===== src/rtl/zpura_mem_pkg.sv =====
// Shared types and constants for the zpura memory arbiter.
// The FSM state encoding and port ids are fixed so that waveforms stay readable.
package zpura_mem_pkg;

  typedef enum logic [1:0] {
    IDLE  = 2'd0,
    ISSUE = 2'd1,
    WAIT  = 2'd2,
    RESP  = 2'd3
  } state_e;

  typedef enum logic {
    PORT_IF = 1'b0,
    PORT_D  = 1'b1
  } port_e;

  localparam logic [1:0] WORD_ALIGN_MASK = 2'b11;

endpackage


===== src/rtl/rr_arb2.sv =====
// Combinational two-way round-robin pick: on contention the port that did not
// win last time is chosen, otherwise the single requester wins.
module rr_arb2
  import zpura_mem_pkg::*;
(
  input  logic [1:0] i_req,
  input  port_e      i_last,
  output logic       o_grant_valid,
  output port_e      o_grant_id
);

  always_comb begin
    o_grant_valid = |i_req;
    o_grant_id    = PORT_IF;
    if (&i_req) begin
      o_grant_id = (i_last == PORT_D) ? PORT_IF : PORT_D;
    end else if (i_req[1]) begin
      o_grant_id = PORT_D;
    end
  end

endmodule


===== src/rtl/mem_arbiter.sv =====
// Shares memory_controller's single port between the zpura fetch and data
// ports, with alignment checking and a WAIT-state watchdog.
module mem_arbiter
  import zpura_mem_pkg::*;
#(
  parameter int TIMEOUT    = 1024,
  parameter int TO_W       = 11,
  parameter int DATA_FIRST = 1
)(
  input  logic        clk,
  input  logic        rst,
  input  logic        if_req,
  input  logic [31:0] if_adr,
  output logic        if_ack,
  output logic [31:0] if_rdata,
  output logic        if_err,
  input  logic        d_req,
  input  logic        d_wren,
  input  logic [31:0] d_adr,
  input  logic [31:0] d_wdata,
  output logic        d_ack,
  output logic [31:0] d_rdata,
  output logic        d_err,
  output logic        mem_cs,
  output logic        mem_wren,
  output logic [31:0] mem_adr,
  output logic [31:0] mem_wdata,
  input  logic [31:0] mem_rdata,
  input  logic        mem_rdy,
  input  logic        mem_error,
  output logic        busy
);

  // Seeding "last" with the opposite port makes the preferred one win first.
  localparam port_e LAST_RST = (DATA_FIRST != 0) ? PORT_IF : PORT_D;

  state_e          r_state, w_state_nxt;
  port_e           r_last, w_last_nxt;
  port_e           r_gnt, w_gnt_nxt;
  port_e           w_arb_id;
  logic            w_arb_valid;
  logic            r_wren, w_wren_nxt;
  logic [31:0]     r_adr, w_adr_nxt;
  logic [31:0]     r_wdata, w_wdata_nxt;
  logic [TO_W-1:0] r_to_cnt, w_to_cnt_nxt;
  logic            w_rsp_err;
  logic [31:0]     w_rsp_rdata;
  logic            w_ack_if, w_ack_d, w_cs_nxt;

  logic            r_if_ack, r_if_err, r_d_ack, r_d_err;
  logic [31:0]     r_if_rdata, r_d_rdata;
  logic            r_mem_cs, r_mem_wren, r_busy;

  rr_arb2 u_rr_arb2 (
    .i_req         ({d_req, if_req}),
    .i_last        (r_last),
    .o_grant_valid (w_arb_valid),
    .o_grant_id    (w_arb_id)
  );

  always_comb begin
    // NOTE: every variable gets a default first so no path can infer a latch.
    w_state_nxt  = r_state;
    w_last_nxt   = r_last;
    w_gnt_nxt    = r_gnt;
    w_adr_nxt    = r_adr;
    w_wren_nxt   = r_wren;
    w_wdata_nxt  = r_wdata;
    w_to_cnt_nxt = r_to_cnt;
    w_rsp_err    = 1'b0;
    w_rsp_rdata  = '0;
    case (r_state)
      IDLE: begin
        if (w_arb_valid) begin
          w_gnt_nxt = w_arb_id;
          if (if_req && d_req) w_last_nxt = w_arb_id;
          if (w_arb_id == PORT_D) begin
            w_adr_nxt   = d_adr;
            w_wren_nxt  = d_wren;
            w_wdata_nxt = d_wdata;
          end else begin
            w_adr_nxt   = if_adr;
            w_wren_nxt  = 1'b0;
            w_wdata_nxt = '0;
          end
          if ((w_adr_nxt[1:0] & WORD_ALIGN_MASK) != 2'b00) begin
            w_state_nxt = RESP;
            w_rsp_err   = 1'b1;
          end else begin
            w_state_nxt = ISSUE;
          end
        end
      end
      ISSUE: begin
        // mem_rdy is still stale from the previous access here, so only the
        // address-fault flag is honoured.
        if (mem_error) begin
          w_state_nxt = RESP;
          w_rsp_err   = 1'b1;
        end else begin
          w_to_cnt_nxt = '0;
          w_state_nxt  = WAIT;
        end
      end
      WAIT: begin
        w_to_cnt_nxt = r_to_cnt + TO_W'(1);
        if (mem_rdy) begin
          w_state_nxt = RESP;
          w_rsp_rdata = r_wren ? 32'h0 : mem_rdata;
        end else if (r_to_cnt == TO_W'(TIMEOUT - 1)) begin
          w_state_nxt = RESP;
          w_rsp_err   = 1'b1;
        end
      end
      RESP:    w_state_nxt = IDLE;
      default: w_state_nxt = IDLE;
    endcase

    w_ack_if = (w_state_nxt == RESP) && (w_gnt_nxt == PORT_IF);
    w_ack_d  = (w_state_nxt == RESP) && (w_gnt_nxt == PORT_D);
    w_cs_nxt = (w_state_nxt == ISSUE) || (w_state_nxt == WAIT);
  end

  // NOTE: sequential state uses non-blocking assignments so every register
  // samples the pre-edge values regardless of statement order.
  // NOTE: the latched request registers are reset too, because they drive
  // mem_adr/mem_wdata directly and every output must read 0 in reset.
  always_ff @(posedge clk or negedge rst) begin
    if (!rst) begin
      r_state    <= IDLE;
      r_last     <= LAST_RST;
      r_gnt      <= PORT_IF;
      r_wren     <= 1'b0;
      r_adr      <= '0;
      r_wdata    <= '0;
      r_to_cnt   <= '0;
      r_if_ack   <= 1'b0;
      r_if_rdata <= '0;
      r_if_err   <= 1'b0;
      r_d_ack    <= 1'b0;
      r_d_rdata  <= '0;
      r_d_err    <= 1'b0;
      r_mem_cs   <= 1'b0;
      r_mem_wren <= 1'b0;
      r_busy     <= 1'b0;
    end else begin
      r_state    <= w_state_nxt;
      r_last     <= w_last_nxt;
      r_gnt      <= w_gnt_nxt;
      r_wren     <= w_wren_nxt;
      r_adr      <= w_adr_nxt;
      r_wdata    <= w_wdata_nxt;
      r_to_cnt   <= w_to_cnt_nxt;
      r_if_ack   <= w_ack_if;
      r_if_rdata <= w_ack_if ? w_rsp_rdata : 32'h0;
      r_if_err   <= w_ack_if & w_rsp_err;
      r_d_ack    <= w_ack_d;
      r_d_rdata  <= w_ack_d ? w_rsp_rdata : 32'h0;
      r_d_err    <= w_ack_d & w_rsp_err;
      r_mem_cs   <= w_cs_nxt;
      r_mem_wren <= w_cs_nxt & w_wren_nxt;
      r_busy     <= (w_state_nxt != IDLE);
    end
  end

  assign if_ack    = r_if_ack;
  assign if_rdata  = r_if_rdata;
  assign if_err    = r_if_err;
  assign d_ack     = r_d_ack;
  assign d_rdata   = r_d_rdata;
  assign d_err     = r_d_err;
  assign mem_cs    = r_mem_cs;
  assign mem_wren  = r_mem_wren;
  assign mem_adr   = r_adr;
  assign mem_wdata = r_wdata;
  assign busy      = r_busy;

endmodule


===== config.mk =====
export PLATFORM = sky130hd
export DESIGN_NAME = mem_arbiter
export DESIGN_NICKNAME = d
export VERILOG_FILES = /design/src/rtl/zpura_mem_pkg.sv /design/src/rtl/rr_arb2.sv /design/src/rtl/mem_arbiter.sv
export SDC_FILE = /design/constraint.sdc
export NUM_CORES = 1
export LEC_CHECK = 0
export ABC_AREA = 1
export ABC_CLOCK_PERIOD_IN_PS = 5600
export BUFFER_PORTS_ARGS = -buffer_cell sky130_fd_sc_hd__buf_2
export CORE_MARGIN = 3
export CORE_UTILIZATION = 51
export DETAILED_ROUTE_END_ITERATION = 8
export PLACE_DENSITY = 0.85
export SLEW_MARGIN = 20
export SYNTH_ARGS = -nofsm -noshare
export SYNTH_HDL_FRONTEND = slang
export SYNTH_SLANG_ARGS = --single-unit
export TNS_END_PERCENT = 5

===== constraint.sdc =====
create_clock -name clk -period 5.6 [get_ports clk]
set_clock_uncertainty 0.1 [all_clocks]
set_input_delay 1.12 -clock clk [delete_from_list [all_inputs] [get_ports clk]]
set_output_delay 1.12 -clock clk [all_outputs]
set_load 0.03 [all_outputs]

# [After elaboration in Yosys (flattened, before gate mapping)]
# Index checks and enable logic that the tools add are counted.
[classes] n_addsub=1 mul=0 div_mod_pow=0 n_lt_le_gt_ge=0 eq_ne=8 shifts=0 n_mux=31 bitwise=4 reduce_logical=13
[ops] cell="2-to-1 mux 32 bit" n=9
[ops] cell="one-hot mux 11 bit (2 select lines)" n=1
[ops] cell="2-to-1 mux 1 bit" n=14
[ops] cell="adder 11 x 1 -> 11 bit, second input constant" n=1
[ops] cell="equality test 11 x 10 -> 1 bit, second input constant" n=1
[ops] cell="2-to-1 mux 11 bit" n=1
[ops] cell="equality test 2 bit, second input constant" n=4
[ops] cell="2-to-1 mux 2 bit" n=4
[ops] cell="one-hot mux 2 bit (4 select lines)" n=1
[ops] cell="AND reduction 2 bit" n=3
[ops] cell="nonzero test 2 bit" n=3
[ops] cell="equality test 2 x 1 -> 1 bit, second input constant" n=2
[ops] cell="AND 1 bit" n=3
[ops] cell="logical AND 1 bit" n=3
[ops] cell="one-hot mux 1 bit (3 select lines)" n=1
[ops] cell="AND reduction 3 bit" n=1
[ops] cell="zero test 2 bit" n=1
[ops] cell="!= test 2 bit, second input constant" n=1
[ops] cell="OR reduction 2 bit" n=1
[ops] cell="logical OR 1 bit" n=1
[ops] cell="inverter 1 bit" n=1
[word_totals] register_bits=151 latchBits=0 ram_bits=0 mem_bits_ro=0 in_bits=135 out_inout_bits=135 wordCells=73 n_memories=0

# [Logic depth before layout (Yosys ltp)]
# Gate-level depths: netlist (run 1).
[depth] word_depth=12 depth_mapped=11 depth_no_buf=10

# [Hierarchy]
# From an unflattened synthesis (run 1), not the netlist that was laid out.
[unflattened] cells_unflattened=642 hier_area_um2=6149.6
[modules_own_cells] module="mem_arbiter" instances=1 cells_per_inst=639 area_each_um2=6134.6 seq_area_each_um2=3778.6
[modules_own_cells] module="rr_arb2" instances=1 cells_per_inst=3 area_each_um2=15.0 seq_area_each_um2=0.0

# [Least setup slack after synthesis (run 1)]
# OpenSTA, ideal clock, no wires.
[synth_path] path_kind="input to register" startpoint="in if_req" endpoint="reg r_if_rdata[12] (netlist: if_rdata[12])" setup_time_ps=142 arrival_time_ps=2374 required_time_ps=5358 setup_slack_ps=2983 path_stages=11 n_path_buf=1 cell_sequence="nand2_1 nand2_2 nand2_1 nand2_1 nand3_1 a22oi_1 inv_1 ha_1 nand3_4 buf_6 nor3_2"
[synth_between] elab_chain_cells=12 word_cells_on_any_way=16 classes_between="eq/ne (1); mux (10); bitwise (1); reduce/logical (4)"
[synth_rtl] element="from (decl)" line_no="mem_arbiter.sv:12" rtl="input logic if_req,"
[synth_rtl] element="AND reduction 2 bit" line_no="rr_arb2.sv:15" rtl="if (&i_req) begin"
[synth_rtl] element="2-to-1 mux 1 bit" line_no="rr_arb2.sv:15"
[synth_rtl] element="2-to-1 mux 32 bit" line_no="mem_arbiter.sv:77" rtl="if (w_arb_id == PORT_D) begin"
[synth_rtl] element="2-to-1 mux 32 bit" line_no="mem_arbiter.sv:74" rtl="if (w_arb_valid) begin"
[synth_rtl] element="2-to-1 mux 32 bit" line_no="mem_arbiter.sv:72" rtl="case (r_state)"
[synth_rtl] element="nonzero test 2 bit" line_no="mem_arbiter.sv:86" rtl="if ((w_adr_nxt[1:0] & WORD_ALIGN_MASK) != 2'b00) begin"
[synth_rtl] element="2-to-1 mux 2 bit" line_no="mem_arbiter.sv:86"
[synth_rtl] element="2-to-1 mux 2 bit (*)" line_no="mem_arbiter.sv:74"
[synth_rtl] element="one-hot mux 2 bit (4 select lines) (*)" line_no="mem_arbiter.sv:72"
[synth_rtl] element="named net w_state_nxt[1]" line_no="mem_arbiter.sv:37" rtl="state_e r_state, w_state_nxt;"
[synth_rtl] element="equality test 2 bit (*)" line_no="mem_arbiter.sv:119" rtl="w_ack_if = (w_state_nxt == RESP) && (w_gnt_nxt == PORT_IF);"
[synth_rtl] element="logical AND 1 bit (*)" line_no="mem_arbiter.sv:119"
[synth_rtl] element="2-to-1 mux 32 bit (*)" line_no="mem_arbiter.sv:155" rtl="r_if_rdata <= w_ack_if ? w_rsp_rdata : 32'h0;"
[synth_rtl] element="to (signal assigned)" line_no="mem_arbiter.sv:155"
[synth_rtl] element="to (decl)" line_no="mem_arbiter.sv:51" rtl="logic [31:0] r_if_rdata, r_d_rdata;"
# Mark *: on every way through the listed nets, which the timed path passes. The rest lies on a longest branch. The select of a mux whose other input is x is not followed.
# A chain may end at the register's enable or synchronous reset.

# [Worst setup path in the final report (run 1)]
[layout_path] startpoint="in if_req" endpoint="reg r_if_rdata[2] (netlist: if_rdata[2])"
# The elaborated chain is that of the path after synthesis.

==> qor.yml, run 1 <==
clock_tree:
  clk_latency_ns: 0.41
  cts_setup_buffers: 0
  htree_levels: 4
  clock_path_buffers: 2
  cts_resized: 0
  cts_buffers: 17
  cts.sinks: 151
  cts_tree: "built"
  cts_root_buffer: "clkbuf_16"
  postCtsHoldBufs: 0
  clk_pin_slew_worst_paths_ns: 0.06
yosys:
  syn_avg_cell_area_um2: 9.94
  synthXorXnorAreaFrac_pct: 0
  synth_compound_area_share_pct: 6.52
  synth_cells: 637
  synth_top_family_by_area: "simple AND/OR/NAND/NOR gates"
  ys_ff_latch: 151
  ys_seq_area_share_pct: 59.7
  yosys_warnings: 0
  yosys.area_share.simple_pct: 25.5
  synth_nets: 780
  synthMuxAreaShare_pct: 0
  syn-cell-area_um2: 6330
  synth_fa_ha_area_share_pct: 1.58
  ys_types: 29
placed_design:
  dp.final_hpwl_um: 11200
  gp_congestion: 0.813
  numPortBuffers: 269
hold_path:
  hold_class: "flip-flop to flip-flop"
  min_path_cells: 2
  hold_end: "mem_wdata[19]"
  min_from: "mem_wdata[19]"
routing:
  ant_nets: 0
  wl_um: 16200
  route.detailed.drc: 0
  wl_per_cell_um: 15.1
  vias: 5327
  viasPerCell: 4.96
  first_iter_violations: 360
  dr.pass1.iters: 4
worst_setup_path:
  rr_worst_depth: 10
  startpoint_type: "input port"
  endpoint_kind: "flip-flop"
  critPathMaxStageDelay_ns: 0.50
  cp_max_fo: 34
  r2r-end: "if_rdata[2]"
  worstPathArrival_ns: 3.28
  r2r_start: "r_last"
  critPathKind: "input port to flip-flop"
  crit_top_cell: "nand2_1"
  r2r_slack_ns: 2.88
  path_delay_family: "simple AND/OR/NAND/NOR gates"
  slowest_stage: "nand2_2"
  required_ns: 5.75
  crit_chain: "buf_2 > nand2_1 > nand2_2 > nand2_1 > nand2_1 > nand3_1 > a22oi_1 > inv_1 > ha_1 > nand3_4 > nor3_1"
  cp_num_buf_inv: 2
global_route:
  antenna_found_initial: 1
  track_usage_pct: 23.4
  grt_max_degree: 105
  gr-total-overflow: 0
  first_global_vias: 5261
  grt_pass1_wl_um: 25900
finish:
  drive_gt1_share_pct: 40.8
  syn_to_final_growth_pct: 31.7
  fin_util_pct: 69.1
  fin_nets: 1035
  mostFrequentLayoutCells: "268 x buf_2, 151 x dfrtp_1, 129 x nand2_1, 57 x inv_1, 56 x nor3_2"
  fillers: 926
  final_common_cell: "buf_2"
power_and_ir_drop:
  p_leak_nw: 4.60
  ir_drop_mv: 0.272
  power_density_nw_per_um2: 530
sta:
  timing.fmax_ghz: 0.319
  min_period_ns: 3.13
  fin_tns_setup_ns: 0
  hold_violations: 0
  grt_setup_unrepaired: "no"
  worstMarginPinSlew_ns: 1.07
  final.period_utilization_pct: 55.9
  slew_viol_final: 0
  relSlewSlack_pct: 29.0
  setup_viol: 0
run_status:
  status: "finished, final reports clean"
floorplanning:
  fp.dieW_um: 117
  core_region_area_um2: 12100
  rows: 40
  io_pins: 270
  dieArea_um2: 13800
  die_y_um: 117
  initial_core_util_pct: 52.5
flow_run:
  max-cap-violations: 0
==> cell families (layout without fill, tap and decap cells) <==
logic type / after synthesis / in the layout
other cells: 0 / 1
fa+ha+maj: 8 / 8
flops: 151 / 151
compound gates: 80 / 80
buf+inv: 95 / 362
simple gates: 303 / 303
==> how the worst max path moves through the flow <==
stage | startpoint | endpoint | depth (start not counted)
final | if_req | if_rdata[2] | 11
after global routing | if_req | if_rdata[2] | 11
after CTS | if_req | if_rdata[1] | 11
after detailed placement | if_req | if_rdata[1] | 11
after global placement | if_req | if_rdata[31] | 11
after floorplan | if_req | if_rdata[12] | 11
==> state kept, by name, indices dropped and copies added (netlist names) <==
signal and cells:
d_rdata 32, if_rdata 32, mem_adr 32, mem_wdata 32
r_to_cnt 11, r_state 2, busy 1, d_ack 1
d_err 1, if_ack 1, if_err 1, mem_cs 1
mem_wren 1, r_gnt 1, r_last 1, r_wren 1
==> cell usage after synthesis (all sizes together) <==
library cell	number	area, um^2
dfrtp	151	3780
nand2	135	537
inv	60	228
nand3b	1	7.51
a21oi	8	40.0
and2	1	6.26
a21o	1	7.51
o21ai	69	349
a22oi	1	7.51
ha	8	100
clkbuf	16	60.1
nor3	67	616
a22o	1	8.76
buf	19	134
nand4	2	12.5
nor2	52	195
nand3	45	243
==> power by group <==
part	switching, mW	total (mW)	internal [mW]
Combinational	1.30	1.75	0.449
Sequential	0.140	1.50	1.36
Clock	0.437	1.17	0.737
Total	1.88	4.42	2.55
==> layout make-up <==
cell class | instances | area (um^2) | share of cell area, %
well taps | 168 | 210 | 2.52
multi-input cells | 391 | 2140 | 25.6
clock inverters | 10 | 145 | 1.74
repair buffers | 271 | 1370 | 16.4
clock buffers | 21 | 470 | 5.64
flip-flops and latches | 151 | 3780 | 45.3
inverters | 60 | 228 | 2.73
diodes | 1 | 2.50 | 0.0300
==> metrics by stage <==
step | instances | hold WS, ns | total power [mW] | setup slack, ns | instance area, um^2
after detailed placement | 1041 | 0.361 | 3.27 | 2.02 | 7720
after CTS | 1072 | 0.376 | 4.46 | 2.46 | 8340
after floorplan | 637 | 0.353 | 2.81 | 2.98 | 6330
final | 1073 | 0.374 | 4.42 | 2.47 | 8340
after global placement | 1041 | 0.357 | 3.24 | 2.10 | 7720
after global routing | 1073 | 0.387 | 4.68 | 2.16 | 8340
==> routing by layer <==
layer  wire, um  global-route usage [%]  vias to the layer above
li1           -                       -                     2554
met1       6560                    28.7                     2526
met2       8210                    40.5                      205
met3        920                    5.01                       42
met4        467                    9.09                        0
met5          0                       0                        -
==> worst register-to-register path, delay by kind of cell (launching register included) <==
kind,cells,cell delay [ns]
flops,1,0.37
compound gates,1,0.19
simple gates,7,1.53
fa+ha+maj,1,0.28
buf+inv,1,0.09
(Power assumes the default switching activity.)
==> inputs of run 2 (changes only) <==
- ABC_CLOCK_PERIOD_IN_PS: 5600 -> 3180
- CORE_UTILIZATION: 51 -> 48
- PLACE_DENSITY: 0.85 -> 0.8
- clock period: 5.6 -> 3.18 ns (I/O delays scaled with it)
==> run 2 against run 1 <==
Via count is 0.15% lower; clock power is 74% higher; critical path depth is 1 lower; highest routed layer is now met5; routed wire length is 0.89% higher; die area is 5.9% higher; total power is 76% higher; first-iteration DRC count is 24% lower; non-clock buffer count is 5 higher.
==> qor.yml, run 2 (synthesis results as in run 1) <==
worst_setup_path:
  worstPathArrival_ns: 2.77  # -0.51 ns
  r2r_start: "r_to_cnt[0]"
  rr_worst_depth: 10  # unchanged
  required_ns: 3.39  # -2.36 ns
  r2r-end: "if_rdata[2]"
  critPathKind: "flip-flop to flip-flop"
  endpoint_kind: "flip-flop"
  cp_max_fo: 34  # unchanged
  startpoint_type: "flip-flop"
  r2r_slack_ns: 0.62  # -2.26 ns
routing:
  dr.pass1.iters: 4  # unchanged
  first_iter_violations: 275  # -24%
  viasPerCell: 4.92  # -0.98%
  vias: 5319  # -0.15%
  wl_per_cell_um: 15.1  # about the same
  ant_nets: 0  # unchanged
  route.detailed.drc: 0  # unchanged
  wl_um: 16300  # +0.89%
sta:
  slew_viol_final: 0  # unchanged
  setup_viol: 0  # unchanged
  hold_violations: 0  # unchanged
  final.period_utilization_pct: 80.6
  relSlewSlack_pct: 51.6  # +23 points
  timing.fmax_ghz: 0.390
  worstMarginPinSlew_ns: 0.726  # -0.340 ns
  fin_tns_setup_ns: 0  # unchanged
  min_period_ns: 2.56
  grt_setup_unrepaired: "no"
finish:
  fin_util_pct: 65.8  # -3.4 points
  drive_gt1_share_pct: 41.3  # +0.50 points
  fillers: 1021  # +10%
  design_area_um2: 8400  # +0.72%
  final_common_cell: "buf_2"
  n_antenna_cell: 0  # -1
  fin_nets: 1040  # +0.48%
  mostFrequentLayoutCells: "268 x buf_2, 151 x dfrtp_1, 129 x nand2_1, 57 x inv_1, 56 x nor3_2"
  syn_to_final_growth_pct: 32.7
global_route:
  gr-total-overflow: 0  # unchanged
  grt_pass1_wl_um: 25500  # -1.5%
  grt_max_degree: 69  # -34%
  antenna_found_initial: 2  # +1
  first_global_vias: 5205  # -1.1%
  track_usage_pct: 22.6  # -0.81 points
clock_tree:
  cts.sinks: 151  # unchanged
  cts_buffers: 17  # unchanged
  cts_root_buffer: "clkbuf_16"
  clk_pin_slew_worst_paths_ns: 0.06  # about the same
  postCtsHoldBufs: 0  # unchanged
  clock_path_buffers: 2  # unchanged
  clk_latency_ns: 0.41  # about the same
  htree_levels: 4  # unchanged
  cts_resized: 0  # unchanged
  cts_tree: "built"
  cts_setup_buffers: 0  # unchanged
placed_design:
  numPortBuffers: 269  # unchanged
  post_dp_cell_area_um2: 7790  # +0.87%
  dp.final_hpwl_um: 11500  # +3.4%
  gp_congestion: 0.817  # +0.46%
floorplanning:
  initial_core_util_pct: 49.6  # -2.9 points
  dieArea_um2: 14600  # +5.9%
  die_y_um: 121  # +2.9%
  rows: 41  # +2.5%
  io_pins: 270  # unchanged
  core_region_area_um2: 12800  # +5.9%
  fp.dieW_um: 121  # +2.9%
power_and_ir_drop:
  p_leak_nw: 4.63  # +0.68%
  ir_drop_mv: 0.528  # +94%
  power_density_nw_per_um2: 927  # +75%
hold_path:
  hold_class: "input port to async pin"
flow_run:
  max-cap-violations: 0  # unchanged
run_status:
  status: "finished, final reports clean"
run 2: cell count changes in the layout (fill, tap and decap cells not counted), moves of 2 or more:
cell      change
buf_4         +3
buf_12        +2
clkbuf_8      -2
clkinv_2      +2
inv_6         +2
run 2: per-stage QoR:
step / worst slack (ns) / hold WS, ns / power, mW / std cells
2_1_floorplan: 1.05 / 0.240 / 4.95 / 637
6_report: 0.615 / 0.0993 / 7.79 / 1082
5_1_grt: 0.356 / 0.140 / 8.27 / 1082
4_1_cts: 0.622 / 0.123 / 7.87 / 1082
3_3_place_gp: 0.559 / 0.358 / 5.75 / 1050
3_5_place_dp: 0.519 / 0.364 / 5.80 / 1050
run 2: final cells by class:
| class | instances | area (um^2) | area share (%) |
|---|---|---|---|
| clock buffer | 18 | 439 | 5.23 |
| clock inverter | 14 | 171 | 2.04 |
| inverter | 60 | 228 | 2.71 |
| multi-input combinational | 391 | 2140 | 25.4 |
| sequential | 151 | 3780 | 45.0 |
| tap | 172 | 215 | 2.56 |
| timing repair buffer | 276 | 1430 | 17.0 |
run 2: worst max-delay path: stages, from the launching register on:
cell	delay [ns]
dfrtp_1	0.39
ha_1	0.18
nand3_1	0.11
inv_1	0.13
nand3_1	0.10
nand2_1	0.08
nand2_1	0.04
a21oi_1	0.22
ha_1	0.32
nand3_4	0.47
nor3_1	0.32
run 2: where the power goes:
part | switching [mW] | internal [mW] | leakage, nW | total (mW)
clock | 0.783 | 1.26 | 0.293 | 2.04
combinational | 2.30 | 0.815 | 2.33 | 3.11
sequential | 0.233 | 2.40 | 2.00 | 2.63
run 2: worst max path at each step:
| stage | start | end | slack, ns | depth (start not counted) |
|---|---|---|---|---|
| final | r_to_cnt[0] | if_rdata[2] | 0.62 | 10 |
| after detailed placement | if_req | if_err | 0.52 | 11 |
| after CTS | r_to_cnt[0] | if_rdata[0] | 0.62 | 10 |
| after floorplan | if_req | if_rdata[12] | 1.05 | 11 |
| after global routing | r_to_cnt[0] | if_rdata[1] | 0.36 | 10 |
| after global placement | if_req | if_rdata[31] | 0.56 | 11 |
run 2: routing by layer:
layer | wire length (um) | vias to the layer above | share of wire, % | track usage (%)
met1 | 6410 | 2510 | 39 | 26.7
met5 | 24 | - | 0.15 | 0
met3 | 1090 | 35 | 6.7 | 7.30
met2 | 8260 | 200 | 51 | 38.3
li1 | - | 2570 | - | -
met4 | 521 | 4 | 3.2 | 8.50
